[src/rtl/clk_ctrl_pkg.sv]
// Shared opcodes and state encoding for the clock-step sequencer and its command decoder.
package clk_ctrl_pkg;

    localparam logic [2:0] OP_NOP     = 3'd0;
    localparam logic [2:0] OP_SET_DIV = 3'd1;
    localparam logic [2:0] OP_STEP    = 3'd2;
    localparam logic [2:0] OP_RUN     = 3'd3;
    localparam logic [2:0] OP_STOP    = 3'd4;
    localparam logic [2:0] OP_CLR_CNT = 3'd5;

    typedef enum logic [2:0] {
        ST_IDLE     = 3'd0,
        ST_LOAD     = 3'd1,
        ST_PULSING  = 3'd2,
        ST_RUNNING  = 3'd3,
        ST_STOPPING = 3'd4
    } state_e;

    function automatic logic [31:0] sat_inc(input logic [31:0] v);
        return (&v) ? v : v + 32'd1;
    endfunction

endpackage

[src/rtl/clk_step_controller.sv]
// Command-driven sequencer for the clock divider: N-cycle step bursts, free-run,
// stop on command or processor halt, with a saturating delivered-cycle count.
module clk_step_controller
    import clk_ctrl_pkg::*;
#(
    parameter int COUNTER_BITS       = 32,
    parameter int PULSE_CONTROL_BITS = 32,
    parameter int DEFAULT_DIV        = 2
) (
    input  logic                          clk,
    input  logic                          reset,
    input  logic                          cmd_valid,
    output logic                          cmd_ready,
    input  logic [2:0]                    cmd_op,
    input  logic [31:0]                   cmd_arg,
    input  logic                          halt_req,
    output logic                          div_write_pulse,
    output logic [PULSE_CONTROL_BITS-1:0] div_pulse,
    output logic                          div_option,
    output logic                          div_out_enable,
    output logic [COUNTER_BITS-1:0]       div_divider,
    output logic                          busy,
    output logic                          done,
    output logic                          err,
    output logic [31:0]                   cycles_run
);

    state_e                        state_q;
    logic [PULSE_CONTROL_BITS-1:0] shadow_q;
    logic [PULSE_CONTROL_BITS-1:0] pulse_q;
    logic [COUNTER_BITS-1:0]       divider_q;
    logic                          wr_q, opt_q, en_q, busy_q, done_q, err_q, ready_q;
    logic [31:0]                   cycles_q, cycles_d;
    logic                          fire, stop_req;
    logic [PULSE_CONTROL_BITS-1:0] step_arg;

    assign fire     = cmd_valid && ready_q;
    assign stop_req = halt_req || (fire && cmd_op == OP_STOP);
    assign step_arg = cmd_arg[PULSE_CONTROL_BITS-1:0];
    assign cycles_d = sat_inc(cycles_q);

    always_ff @(posedge clk or posedge reset) begin
        if (reset) begin
            state_q   <= ST_IDLE;
            shadow_q  <= '0;
            pulse_q   <= '0;
            divider_q <= COUNTER_BITS'(DEFAULT_DIV);
            wr_q      <= 1'b0;
            opt_q     <= 1'b0;
            en_q      <= 1'b0;
            busy_q    <= 1'b0;
            done_q    <= 1'b0;
            err_q     <= 1'b0;
            ready_q   <= 1'b1;
            cycles_q  <= '0;
        end else begin
            wr_q   <= 1'b0;
            done_q <= 1'b0;
            err_q  <= 1'b0;
            case (state_q)
                ST_IDLE: begin
                    if (fire) begin
                        case (cmd_op)
                            OP_NOP: ;
                            OP_SET_DIV: divider_q <= cmd_arg[COUNTER_BITS-1:0];
                            OP_STEP: begin
                                if (step_arg == '0) begin
                                    done_q <= 1'b1;
                                end else begin
                                    state_q  <= ST_LOAD;
                                    wr_q     <= 1'b1;
                                    pulse_q  <= step_arg;
                                    opt_q    <= 1'b0;
                                    shadow_q <= step_arg;
                                    busy_q   <= 1'b1;
                                    ready_q  <= 1'b0;
                                end
                            end
                            OP_RUN: begin
                                state_q <= ST_RUNNING;
                                opt_q   <= 1'b1;
                                en_q    <= 1'b1;
                                busy_q  <= 1'b1;
                            end
                            OP_STOP:    done_q   <= 1'b1;
                            OP_CLR_CNT: cycles_q <= '0;
                            default:    err_q    <= 1'b1;
                        endcase
                    end
                end
                ST_LOAD: begin
                    state_q <= ST_PULSING;
                    en_q    <= 1'b1;
                    ready_q <= 1'b1;
                end
                ST_PULSING: begin
                    if (shadow_q != '0)
                        cycles_q <= cycles_d;
                    // Zero the divider's pulse count: a leftover count would keep gating the clock.
                    if (stop_req) begin
                        state_q <= ST_STOPPING;
                        wr_q    <= 1'b1;
                        pulse_q <= '0;
                        en_q    <= 1'b0;
                        ready_q <= 1'b0;
                    end else begin
                        shadow_q <= shadow_q - 1'b1;
                        if (shadow_q == PULSE_CONTROL_BITS'(1)) begin
                            state_q <= ST_IDLE;
                            en_q    <= 1'b0;
                            done_q  <= 1'b1;
                            busy_q  <= 1'b0;
                        end else if (fire && cmd_op != OP_NOP) begin
                            err_q <= 1'b1;
                        end
                    end
                end
                ST_RUNNING: begin
                    cycles_q <= cycles_d;
                    // A command colliding with the stop is dropped so done and err stay exclusive.
                    if (stop_req) begin
                        state_q <= ST_IDLE;
                        en_q    <= 1'b0;
                        done_q  <= 1'b1;
                        busy_q  <= 1'b0;
                    end else if (fire && cmd_op != OP_NOP) begin
                        err_q <= 1'b1;
                    end
                end
                ST_STOPPING: begin
                    state_q <= ST_IDLE;
                    done_q  <= 1'b1;
                    busy_q  <= 1'b0;
                    ready_q <= 1'b1;
                end
                default: begin
                    state_q <= ST_IDLE;
                    en_q    <= 1'b0;
                    busy_q  <= 1'b0;
                    ready_q <= 1'b1;
                end
            endcase
        end
    end

    assign cmd_ready       = ready_q;
    assign div_write_pulse = wr_q;
    assign div_pulse       = pulse_q;
    assign div_option      = opt_q;
    assign div_out_enable  = en_q;
    assign div_divider     = divider_q;
    assign busy            = busy_q;
    assign done            = done_q;
    assign err             = err_q;
    assign cycles_run      = cycles_q;

endmodule
[config.mk]
export PLATFORM = sky130hd
export DESIGN_NAME = clk_step_controller
export DESIGN_NICKNAME = d
export VERILOG_FILES = /design/src/rtl/clk_ctrl_pkg.sv /design/src/rtl/clk_step_controller.sv
export SDC_FILE = /design/constraint.sdc
export NUM_CORES = 1
export LEC_CHECK = 0
export CAP_MARGIN = 5
export CORE_UTILIZATION = 48
export CTS_BUF_LIST = sky130_fd_sc_hd__clkbuf_2 sky130_fd_sc_hd__clkbuf_4 sky130_fd_sc_hd__clkbuf_8
export DETAILED_ROUTE_END_ITERATION = 6
export HOLD_SLACK_MARGIN = 0.03
export PLACE_DENSITY = 0.83
export RECOVER_POWER = 100
export SLEW_MARGIN = 25
export SYNTH_ARGS = -nofsm -noshare
export SYNTH_HDL_FRONTEND = slang
export SYNTH_SLANG_ARGS = --single-unit
[constraint.sdc]
create_clock -name clk -period 4.4 [get_ports clk]
set_clock_uncertainty 0.05 [all_clocks]
set_input_delay 0.44 -clock clk [delete_from_list [all_inputs] [get_ports clk]]
set_output_delay 0.44 -clock clk [all_outputs]
set_load 0.01 [all_outputs]
==> Word level (Yosys, flattened, before mapping) <==
Index checks and enable logic that the tools add are counted.
{ "word_totals": {"reg_bits": 138, "input_bits": 39, "out_inout_bits": 103, "elab_cells": 117} }
{ "classes": {"addsub": 2, "eq_ne": 24, "n_mux": 53, "bitwise_logic": 3, "n_reduce_logical": 23} }
{ "op_table": {"columns": ["cell", "n"], "rows": [
  ["$mux W32", 9],
  ["$pmux W32 S2", 2],
  ["$pmux W32 S3", 1],
  ["$add A32 B1 Y32 const B", 1],
  ["$eq A32 B1 Y1 const B", 1],
  ["$logic_not A32 Y1", 1],
  ["$reduce_and A32 Y1", 1],
  ["$reduce_bool A32 Y1", 1],
  ["$sub A32 B1 Y32 const B", 1],
  ["$mux W1", 25],
  ["$reduce_and A5 Y1", 5],
  ["$ne A2 B2 Y1 const B", 8],
  ["$mux W3", 5],
  ["$eq A3 B2 Y1 const B", 4],
  ["$pmux W3 S4", 1],
  ["$eq A3 B3 Y1 const B", 3],
  ["$pmux W1 S2", 4],
  ["$pmux W1 S4", 2],
  ["$reduce_and A4 Y1", 2],
  ["$reduce_and A7 Y1", 1],
  ["$eq A3 B1 Y1 const B", 2],
  ["$logic_not A3 Y1", 2],
  ["$ne A2 B1 Y1 const B", 3],
  ["$ne A3 B3 Y1 const B", 2],
  ["11 further kinds", 18]
]} }

==> Longest topological paths before layout <==
{ "logic_depth": {"word_depth": 6, "mapped_depth": 9, "mapped_depth_nobuf": 8} }

==> Worst setup path after synthesis <==
No wires, ideal clock.
{ "synth_path": {"kind": "reg2reg", "from": "register shadow_q[0]", "to": "register shadow_q[28]", "setup_ns": 0.079, "arrival_ns": 2.447, "t_required_ns": 4.271, "slack_ns": 1.823, "stages_incl_launch_ff": 10, "path_buffers": 1, "synth_period_minus_slack_ns": 2.577, "path_cell_list": "dfrtp_1 -> inv_1 -> ha_1 -> or3b_1 -> or2_1 -> buf_2 -> nor4_4 -> or3b_1 -> a21oi_1 -> a2bb2oi_1"} }
{ "synth_via": {"elab_chain_len": 3} }
{ "synth_lines": {"columns": ["element", "line", "source"], "rows": [
  ["start: declaration", "clk_step_controller.sv:29", "logic [PULSE_CONTROL_BITS-1:0] shadow_q;"],
  ["start signal: assignment", "clk_step_controller.sv:74", "shadow_q <= step_arg;"],
  ["start signal: assignment", "clk_step_controller.sv:107", "shadow_q <= shadow_q - 1'b1;"],
  ["$sub A32 B1 Y32", "clk_step_controller.sv:107", null],
  ["$mux W32", "clk_step_controller.sv:100", "if (stop_req) begin"],
  ["$pmux W32 S2", "clk_step_controller.sv:60", "case (state_q)"]
]} }
No other way between the ends. The select of a mux whose other input is x is not followed.
A chain may end at the register's enable or synchronous reset.

==> Final worst setup path <==
{ "layout_path": {"from": "register state_q[0]", "to": "register pulse_q[21], in the netlist div_pulse[21]"} }
{ "layout_via": {"elab_chain_len": 3, "word_cells_on_any_way": 9, "cone_classes": "5 x eq/ne; 1 x mux; 3 x reduce/logical"} }
{ "layout_lines": {"columns": ["element", "line", "source"], "rows": [
  ["start: declaration", "clk_step_controller.sv:28", "state_e state_q;"],
  ["start signal: assignment", "clk_step_controller.sv:44", "state_q <= ST_IDLE;"],
  ["start signal: assignment", "clk_step_controller.sv:70", "state_q <= ST_LOAD;"],
  ["start signal: assignment", "clk_step_controller.sv:80", "state_q <= ST_RUNNING;"],
  ["$eq A3 B2 Y1 or $logic_not A3 Y1 (tied branches)", "clk_step_controller.sv:60", null],
  ["$ne A2 B2 Y1 (no line), or another cell as far along", null, null],
  ["$reduce_and A5 Y1 (no line)", null, null],
  ["end signal: assignment", "clk_step_controller.sv:72", "pulse_q <= step_arg;"],
  ["end: declaration", "clk_step_controller.sv:30", "logic [PULSE_CONTROL_BITS-1:0] pulse_q;"]
]} }
Several ways; a longest one is shown, not always the timed one.

==> metrics.md <==
| Metric | Value |
|---|---|
| Status | complete, but fails checks |
| Failing checks | capacitance limit, slew limit |
| Die Ht | 122.5 um |
| Seq cells post-synth | 138 |
| Residual DRC | 0 |
| CTS tree | built |
| Synthesis warning total | 0 |
| Sequential area share after synthesis | 49.57% |
| Ant diodes | 0 |
| Latest clock arrival within the worst-skew pair | 0.46 ns |
| Max-slew violation count | 174 |
| Placed Area | 8521 um2 |
| Initial Utilization | 49.65% |
| Syn Inst Count | 749 |
| Row cnt | 43 |
| Worst path max stage delay | 1.34 ns |
| Hold WS | 0.4269 ns |
| CTS buffer count | 17 |
| Fmax | 297.8 MHz |
| Top FF cell, synth | dfrtp_1 |
| Final setup viols | 0 |
| Fraction of layout cells with a size suffix above 1 | 9.626% |
| Clk sink count | 138 |
| Wirelength per Cell | 17.05 um |
| I/O pins | 142 |
| Post-DP HPWL | 12160 um |
| Max FO, Critical Path | 43 |
| PostCTS Resize Cnt | 0 |
| Setup crit start kind | flip-flop |
| Slew @ Worst Pin | 2.049 ns |
| Crit-path leading delay family | buffers and inverters |
| Placer Congestion | 0.8359 |
| Die Span X | 122.5 um |
| Static Leak | 0.003883 uW |
| Initial DRC Count | 524 |
| Async SR Flop Fraction | 100.0% |
| Top-area cell type share of the netlist area | 48.82% |
| WP data arrival | 3.65 ns |
| Dominant cells by area after synthesis | dfrtp_1, nand2_1, o21ai_0 |
| Filler cell count | 1157 |
| Synth Area per Inst | 9.308 um2 |
| Fin Setup TNS | 0 ns |
| Max_slew headroom | -36.91% |
| Pin count of the biggest net entering global routing | 97 |
| Clock transition at path regs | 0.08 ns |
| Net count of the mapped netlist | 792 |
| Unrepaired setup endpoints after global routing | no |
| Crit. End Element | flip-flop |
| Max Cap Viol | 3 |
| Final period utilization | 76.33% |
| Power Density | 622.7 nW/um2 |
| Hold WC Path Type | flip-flop to flip-flop |
| Hold_buf cts | 0 |
| Routed via count | 6315 |
| DP Worst Slack | 0.9222 ns |
| Via density per instance | 5.941 |
| Die ar. | 15010 um2 |
| Number of nets still failing antenna checks after routing | 0 |
| Fin. Hold Viols | 0 |
| Tmin final | 3.358 ns |
| Yosys top cell by area | dfrtp_1 |
| Vias in the first global route | 5903 |
| CP Cell Sequence | nor3b_1, clkbuf_1, nand2_1, o41a_2, buf_12, nand2_1, o21ai_0 |
| DR pass1 iterations | 5 |
| First-pass GRT wire length | 29670 um |
| Final worst slack | 1.042 ns |
| Port Buf Inserts | 141 |
| VDD IR max | 412.1 uV |
| CP required | 4.69 ns |
| Gr ovfl total | 0 |
| CTS max path bufs | 2 |
| Total routed wirelength | 18130 um |
| Final Cell Area | 8985 um2 |
| Core area | 14040 um2 |
| Most frequent cell on the critical path | nand2_1 |
| Root Driver | clkbuf_8 |
| H-Tree Depth | 4 |
| Number of buffers inserted by post-CTS setup repair | 0 |
| Initial antenna violation count | 0 |
| Netlist cell types | 64 |
| P&R area growth vs syn | 28.88% |
| Post-synthesis instance area | 6972 um2 |
| CP bufs+invs | 2 |
| EDFF count, synth | 0 |
| Layout net count | 913 |
| GRT Overall Usage | 25.45% |
| Kind of critical path | flip-flop to flip-flop |
| Slowest CP cell | clkbuf_1 |
[metal layers]
metal	part of all wire [%]	vias to the layer above	global-route usage, %
met5	0	-	0
met4	1.6	0	9.909
met3	6.7	29	5.669
met2	46	229	38.41
met1	46	3054	35.62
li1	-	3003	-
[flip-flops by register name, summed over array words and instances (netlist names), 3 cells and up]
signal	cells
div_pulse	32
state_q	3
shadow_q	32
div_divider	32
cycles_run	32
[worst register-to-register path, stage by stage (launching register included)]
cell,delay (ns)
dfrtp_1,0.52
nor3b_1,0.29
clkbuf_1,1.34
nand2_1,0.19
o41a_2,0.43
buf_12,0.27
nand2_1,0.09
o21ai_0,0.08
[where the power goes]
part | total, uW | internal, uW | switching, uW
Sequential | 2100 | 1740 | 365
Combinational | 2220 | 1020 | 1200
Clock | 1280 | 776 | 500
[synthesized netlist by cell type, types with 17 or more instances]
master	n
dfrtp_1	136
nand2_1	110
o21ai_0	74
a21oi_1	41
nor2_1	41
mux2_2	32
clkbuf_1	30
o31ai_1	20
nand3_1	19
nand4_1	17
o21ai_1	17
[area by class of cell]
class	count	area [um2]	share of cell area, %
Clock inverter	11	215.2	2.395
Multi-Input combinational cell	544	3257	36.25
Sequential cell	138	3456	38.46
Timing Repair Buffer	152	1488	16.56
Inverter	17	67.56	0.7520
Tap cell	180	225.2	2.507
Clock buffer	21	276.5	3.078
[worst paths after layout]
check	endpoint	start	slack (ns)	cells past startpoint
max	div_pulse[21]	state_q[0]	1.04	7
min	div_pulse[17]	div_pulse[17]	0.43	2
max reg2reg	div_pulse[21]	state_q[0]	1.04	7
min reg2reg	div_pulse[17]	div_pulse[17]	0.43	2
max in group asynchronous	div_divider[17]	reset	1.41	3
min in group asynchronous	div_divider[25]	reset	1.04	2
[kinds of logic (layout without fill, tap and decap cells)]
group | count (synthesis) | after routing | synth area share, %
AOI/OAI and AO/OA | 223 | 223 | 19.76
xor gates and xnor gates | 1 | 1 | 0.1257
adders and majority gates | 4 | 4 | 0.7179
buffers and inverters | 67 | 201 | 3.841
DFF | 138 | 138 | 49.57
muxes | 34 | 34 | 5.474
and+or+nand+nor | 282 | 282 | 20.51
[through the flow]
| stage | util [%] | power [uW] | instances |
|---|---|---|---|
| 6_report | 63.98 | 5595 | 1063 |
| 2_1_floorplan | - | 3433 | 749 |
| 4_1_cts | 64.18 | 5763 | 1063 |
| 3_3_place_gp | 60.68 | 4386 | 1031 |
| 3_5_place_dp | 60.68 | 4469 | 1031 |
| 5_1_grt | 63.98 | 5967 | 1063 |
[placed cells by master, fill, tap and decap left out, types with 19 or more instances in the layout]
cell / count
clkdlybuf4s50_1: 36
o31ai_1: 20
a21oi_1: 41
nand2_1: 110
clkbuf_8: 19
mux2_2: 32
dlygate4sd3_1: 105
nor2_1: 41
nand3_1: 19
dfrtp_1: 136
o21ai_0: 86
No activity file was read; power rests on OpenSTA's default activity.
